<file path="src/rtl/adder_seq_ctrl.sv">
// adder_seq_ctrl: adds two 4*NIBBLES-bit operands one nibble per cycle through a shared external 4-bit adder.
// Optional macro ADDSEQ_SUB_EN adds a sub port for A-B mode.
module adder_seq_ctrl #(
  parameter int NIBBLES = 4
) (
  input  logic                 clk,
  input  logic                 rst,
  input  logic                 start,
  input  logic [4*NIBBLES-1:0] op_a,
  input  logic [4*NIBBLES-1:0] op_b,
  input  logic                 cin,
`ifdef ADDSEQ_SUB_EN
  input  logic                 sub,
`endif
  output logic                 busy,
  output logic                 done,
  output logic [4*NIBBLES-1:0] sum,
  output logic                 cout,
  output logic [3:0]           add_a,
  output logic [3:0]           add_b,
  output logic                 add_cin,
  input  logic [3:0]           add_s,
  input  logic                 add_cout
);
  localparam int W = 4*NIBBLES;
  typedef enum logic [1:0] {IDLE, RUN, DONE} state_t;
  state_t state_q, state_d;
  logic [W-1:0] a_sr_q, a_sr_d, b_sr_q, b_sr_d, sum_q, sum_d, b_in;
  logic [2:0] idx_q, idx_d;
  logic carry_q, carry_d, cout_q, cout_d, c_in, accept, run, last;
`ifdef ADDSEQ_SUB_EN
  // two's-complement subtract: invert B and force the initial carry
  assign b_in = sub ? ~op_b : op_b;
  assign c_in = sub | cin;
`else
  assign b_in = op_b;
  assign c_in = cin;
`endif
  assign accept = (state_q == IDLE) && start;
  assign run    = state_q == RUN;
  assign last   = idx_q == 3'(NIBBLES-1);
  assign sum    = sum_q;
  assign cout   = cout_q;
  always_ff @(posedge clk or posedge rst) begin
    if (rst) begin
      state_q <= IDLE;
      a_sr_q  <= '0;
      b_sr_q  <= '0;
      sum_q   <= '0;
      idx_q   <= '0;
      carry_q <= 1'b0;
      cout_q  <= 1'b0;
    end else begin
      state_q <= state_d;
      a_sr_q  <= a_sr_d;
      b_sr_q  <= b_sr_d;
      sum_q   <= sum_d;
      idx_q   <= idx_d;
      carry_q <= carry_d;
      cout_q  <= cout_d;
    end
  end
  always_comb begin
    state_d = (state_q == IDLE) ? (start ? RUN : IDLE) :
              (state_q == RUN)  ? (last ? DONE : RUN) : IDLE;
  end
  always_comb begin
    a_sr_d  = accept ? op_a : run ? a_sr_q >> 4 : a_sr_q;
    b_sr_d  = accept ? b_in : run ? b_sr_q >> 4 : b_sr_q;
    sum_d   = accept ? '0 : run ? {add_s, sum_q[W-1:4]} : sum_q;
    idx_d   = accept ? 3'd0 : run ? idx_q + 3'd1 : idx_q;
    carry_d = accept ? c_in : run ? add_cout : carry_q;
    cout_d  = accept ? 1'b0 : (run && last) ? add_cout : cout_q;
  end
  always_comb begin
    busy    = state_q != IDLE;
    done    = state_q == DONE;
    add_a   = run ? a_sr_q[3:0] : 4'd0;
    add_b   = run ? b_sr_q[3:0] : 4'd0;
    add_cin = run & carry_q;
  end
endmodule

</file>
<file path="config.mk">
export PLATFORM = sky130hd
export DESIGN_NAME = adder_seq_ctrl
export DESIGN_NICKNAME = d
export VERILOG_FILES = /design/src/rtl/adder_seq_ctrl.sv
export SDC_FILE = /design/constraint.sdc
export NUM_CORES = 1
export LEC_CHECK = 0
export ABC_CLOCK_PERIOD_IN_PS = 1700
export CAP_MARGIN = 20
export CORE_UTILIZATION = 49
export CTS_BUF_LIST = sky130_fd_sc_hd__clkbuf_4
export DETAILED_ROUTE_END_ITERATION = 12
export PLACE_DENSITY_LB_ADDON = 0.3
export SLEW_MARGIN = 20
export SYNTH_ARGS = -nofsm -noshare
export SYNTH_HDL_FRONTEND = slang
export SYNTH_SLANG_ARGS = --single-unit
</file>
<file path="constraint.sdc">
create_clock -name clk -period 1.7 [get_ports clk]
set_input_delay 0.17 -clock clk [delete_from_list [all_inputs] [get_ports clk]]
set_output_delay 0.17 -clock clk [all_outputs]
set_load 0.01 [all_outputs]
</file>
* Yosys cells after proc, flatten, opt, wreduce, memory -nomap -nowiden
Cells that the tools add are included.
Word-level totals: register bits after elaboration 55, output and inout bits 28, word-level logic and storage cells 36
Cells by class: add/subtract/negate cells 1, equality and inequality tests 3, mux-type cells 18, bitwise operators 1, reductions and logical operators 6
Operators by type and width (count):
- $mux W16 | 6
- $mux W4 | 2
- $mux W2 | 3
- $mux W3 | 2
- $reduce_bool A2 Y1 | 3
- $mux W1 | 5
- $add A3 B1 Y3 const B | 1
- $eq A3 B2 Y1 const B | 1
- $eq A2 B1 Y1 const B | 1
- $eq A2 B2 Y1 const B | 1
- $logic_and A1 B1 Y1 | 2
- $logic_not A2 Y1 | 1
- $and A1 B1 Y1 | 1

* Depth between registers and ports, before layout
depth after elaboration 4, gate-level depth with buffers 6, depth with buffers taken out 5

* Worst setup path before layout
No wires, ideal clock.
kind flip-flop to flip-flop, start reg state_q[0], end reg b_sr_q[10], library setup time 126 ps, arrival time 1152 ps, required time 1574 ps, setup slack 421 ps, cell stages (with the launch flop) 7, period minus slack after synthesis 1279 ps, path through dfrtp_1 -> buf_6 -> or2_1 -> buf_6 -> buf_6 -> o32ai_1 -> nor2_1
Between the ends: word-level cells in the longest chain between the ends 3
RTL lines:
- from (decl) | line 27 | state_t state_q, state_d;
- from (signal assigned) | line 54 | state_q <= state_d;
- $logic_not A2 Y1 | line 39 | assign accept = (state_q == IDLE) && start;
- $logic_and A1 B1 Y1 | line 39
- $mux W16 / $reduce_bool A2 Y1 (equally long branches)
- to (signal assigned) | line 56 | b_sr_q <= b_sr_d;
- to (decl) | line 28 | logic [W-1:0] a_sr_q, a_sr_d, b_sr_q, b_sr_d, sum_q, sum_d, b_in;
Several ways; a longest one is shown, not always the timed one. A chain may end at the register's enable or synchronous reset.

* Worst setup path in the final report
start reg state_q[1], end out add_b[0]
Between the ends: word-level cells in the longest chain between the ends 2
RTL lines:
- $eq A2 B1 Y1 | line 40 | assign run = state_q == RUN;
- $mux W4 | line 79 | add_b = run ? b_sr_q[3:0] : 4'd0;
- to (decl) | line 20 | output logic [3:0] add_b,
Every way passes these cells.

==> results.sh <==
export IMPL_setup_ws_ns=0.0224
export IMPL_n_antenna_cell=0
export IMPL_use_met1_pct=34.2
export IMPL_startpoint_type="flip-flop"
export IMPL_powerDensity_nw_per_um2=1790
export IMPL_clockBufferDepth=2
export IMPL_dr_total_vias=2092
export IMPL_cts_hold_buf=0
export IMPL_final_min_clock_period_ns=1.68
export IMPL_max_slew_margin_pct=75.1
export IMPL_hold_violations=0
export IMPL_layout_cells_non_filler=362
export IMPL_routed_wl_mm=6.18
export IMPL_antenna_found_initial=0
export IMPL_initial_core_util_pct=51.3
export IMPL_die_y_microns=72.5
export IMPL_grt_pass1_vias=1933
export IMPL_core_sq_um=4750
export IMPL_top_usage_layer="met2"
export IMPL_reg2regPathDepth=4
export IMPL_drc_errors=0
export IMPL_synthSimpleGateAreaFrac_pct=11.7
export IMPL_synth_seq_area_share_pct=56.4
export IMPL_grtUsageTotal_pct=24.6
export IMPL_dp_slack_ns=-0.0544
export IMPL_synth_distinct_cells=31
export IMPL_drtIter0Drc=197
export IMPL_final_area_sq_um=3300
export IMPL_grt_max_degree=56
export IMPL_ys_flop_type="dfrtp_1"
export IMPL_dp_cells=351
export IMPL_fmax_mhz=596
export IMPL_synth_cells=221
export IMPL_cp_required_ns=1.53
export IMPL_clk_pin_slew_ns=0.15
export IMPL_status="finished, final reports clean"
export IMPL_timing_final_crit_share_pct=98.7
export IMPL_whs_ns=0.127
export IMPL_drtAntennaViolNets=0
export IMPL_viasPerCell=5.78
export IMPL_drive_above_1_share_pct=13.9
export IMPL_placed_area_sq_um=3210
export IMPL_drt_pass1_iter_count=4
export IMPL_async_flop_share_pct=100
export IMPL_drv_cap=0
export IMPL_reg2reg_slack_ns=0.18
export IMPL_tightest_slew_ns=0.373
export IMPL_cts_sinks=55
export IMPL_synth_net_count=264
export IMPL_place_congestion=0.760
export IMPL_nets=338
export IMPL_fin_worst_skew_ns=0.0137
export IMPL_ir_worst_vdd_uv=1310
export IMPL_htree_levels=2
export IMPL_die_area_sq_um=5260
export IMPL_use_met2_pct=39.0
export IMPL_globalRouteMet3Util_pct=4.58
export IMPL_synth_top_family_by_area="compound AO/OA/AOI/OAI gates"
export IMPL_port_buffers=68
export IMPL_rsz0062_at_grt="true"
export IMPL_hold_path_class="in2async"
export IMPL_synth_edf_count=0
export IMPL_fin_setup_tns_ns=0
export IMPL_cp_data_arrival_time_ns=1.51
export IMPL_leakage_nw=1.44
export IMPL_clkLatencyLatePin_ns=0.37
export IMPL_root_buffer="clkbuf_4"
export IMPL_synthAdderAreaFrac_pct=1.03
export IMPL_ys_seq_elements=55
export IMPL_yosys_warnings=0
export IMPL_core_rowCount=25
export IMPL_r2r_end="b_sr_q[4]"
export IMPL_cts_buffers=5
export IMPL_wl_per_cell_microns=17.1
export IMPL_synthXorXnorAreaFrac_pct=0
export IMPL_grt_pass1_wl_mm=9.72
export IMPL_maxSlewViolCount=0
export IMPL_r2r_start="state_q[0]"
export IMPL_crit_path_end_kind="primary output"
export IMPL_worstPathMaxFanout=4
export IMPL_areaGrowthSynthToFinish_pct=35.5
export IMPL_final_util_pct=69.5
export IMPL_dp_hpwl_mm=3.92
export IMPL_synth_compound_area_share_pct=24.6
export IMPL_synth_area_mux_share_pct=0
export IMPL_die_w_microns=72.5
export IMPL_avgSynthCellArea_sq_um=11.0
export IMPL_power_mw=5.91
export IMPL_io_pin_count=69
export IMPL_finalSetupViolations=0
export IMPL_cts_tree="yes"
export IMPL_grt_overflow_total=0
export IMPL_syn_cell_area_sq_um=2440
export IMPL_crit_type="reg2out"
## power breakdown
part           internal [mW]  leakage, nW  switching (mW)  total (mW)
Clock                  0.320       0.0417           0.382       0.702
Combinational           1.50        0.706            1.43        2.93
Sequential              1.88        0.687           0.403        2.28
## registers in the layout, indices dropped and copies added, names as in the netlist
name / flops
a_sr_q: 16
b_sr_q: 16
sum: 16
idx_q: 3
state_q: 2
carry_q: 1
cout: 1
## per-layer routing
metal	wire length (microns)	vias to the layer above
met1	2710	1014
met3	429	14
met2	2930	95
li1	-	969
met5	0	-
met4	118	0
## placed cells by master (no fill, tap or decap), types with 5 or more instances in the layout
master and count:
clkdlybuf4s50_1 57, dfrtp_1 55, nor2_1 20, o22ai_1 19, o32ai_1 18, a22o_1 17, buf_4 15, o21ai_0 13
and2_1 10, nand2_1 8, clkbuf_4 6, clkbuf_2 6, inv_1 5
## critical path, stage by stage, from the launching register on
cell and delay [ns]:
dfrtp_1 0.41, buf_4 0.16, nor2b_4 0.16, buf_4 0.15
and2_1 0.12, clkbuf_2 0.13
## cell type report
type	instances	area, sq um
well taps	67	83.8
multi-input cells	140	936
repair buffers	86	806
inverters	7	26.3
clock inverters	1	30.0
clock buffers	6	45.0
fillers	380	1450
flip-flops and latches	55	1380
## kinds of logic (layout without fill, tap and decap cells)
logic type,count (synthesis),count (layout)
AO/OA/AOI/OAI,81,81
adder cells (fa/ha/maj),2,2
flip-flops,55,55
AND/OR/NAND/NOR,56,57
buffers and inverters,27,100
## repair_timing
action / 4_1_cts / 5_1_grt
setup buffers: 1 / 2
gates cloned: 0 / 1
setup endpoints to repair: 11 / 12
endpoints found under the hold margin: 0 / 0
gates resized for setup: 11 / 20
pin swaps: 0 / 0
## worst max path at each step
stage,start,end,slack [ns]
global placement,state_q[1],add_b[1],0.04
detailed placement,start,b_sr_q[8],-0.05
floorplan,rst,a_sr_q[0],0.19
global route,state_q[1],add_b[0],-0.004
CTS,state_q[1],done,-0.24
finish,state_q[1],add_b[0],0.02
## cells in the mapped netlist, types with 4 or more instances
| cell | number | share of area, % |
|---|---|---|
| buf_2 | 11 | 2.3 |
| o22ai_1 | 19 | 4.9 |
| a22o_1 | 17 | 6.1 |
| nor2_1 | 21 | 3.2 |
| dfrtp_1 | 55 | 56 |
| nand2_1 | 8 | 1.2 |
| inv_1 | 6 | 0.92 |
| buf_6 | 4 | 1.8 |
| nand3b_1 | 4 | 1.2 |
| o221a_2 | 4 | 1.8 |
| and2_1 | 10 | 2.6 |
| o32ai_1 | 18 | 6.5 |
| o21ai_0 | 13 | 2.7 |
| a21oi_1 | 4 | 0.82 |
Power figures use the tool's default switching activity.
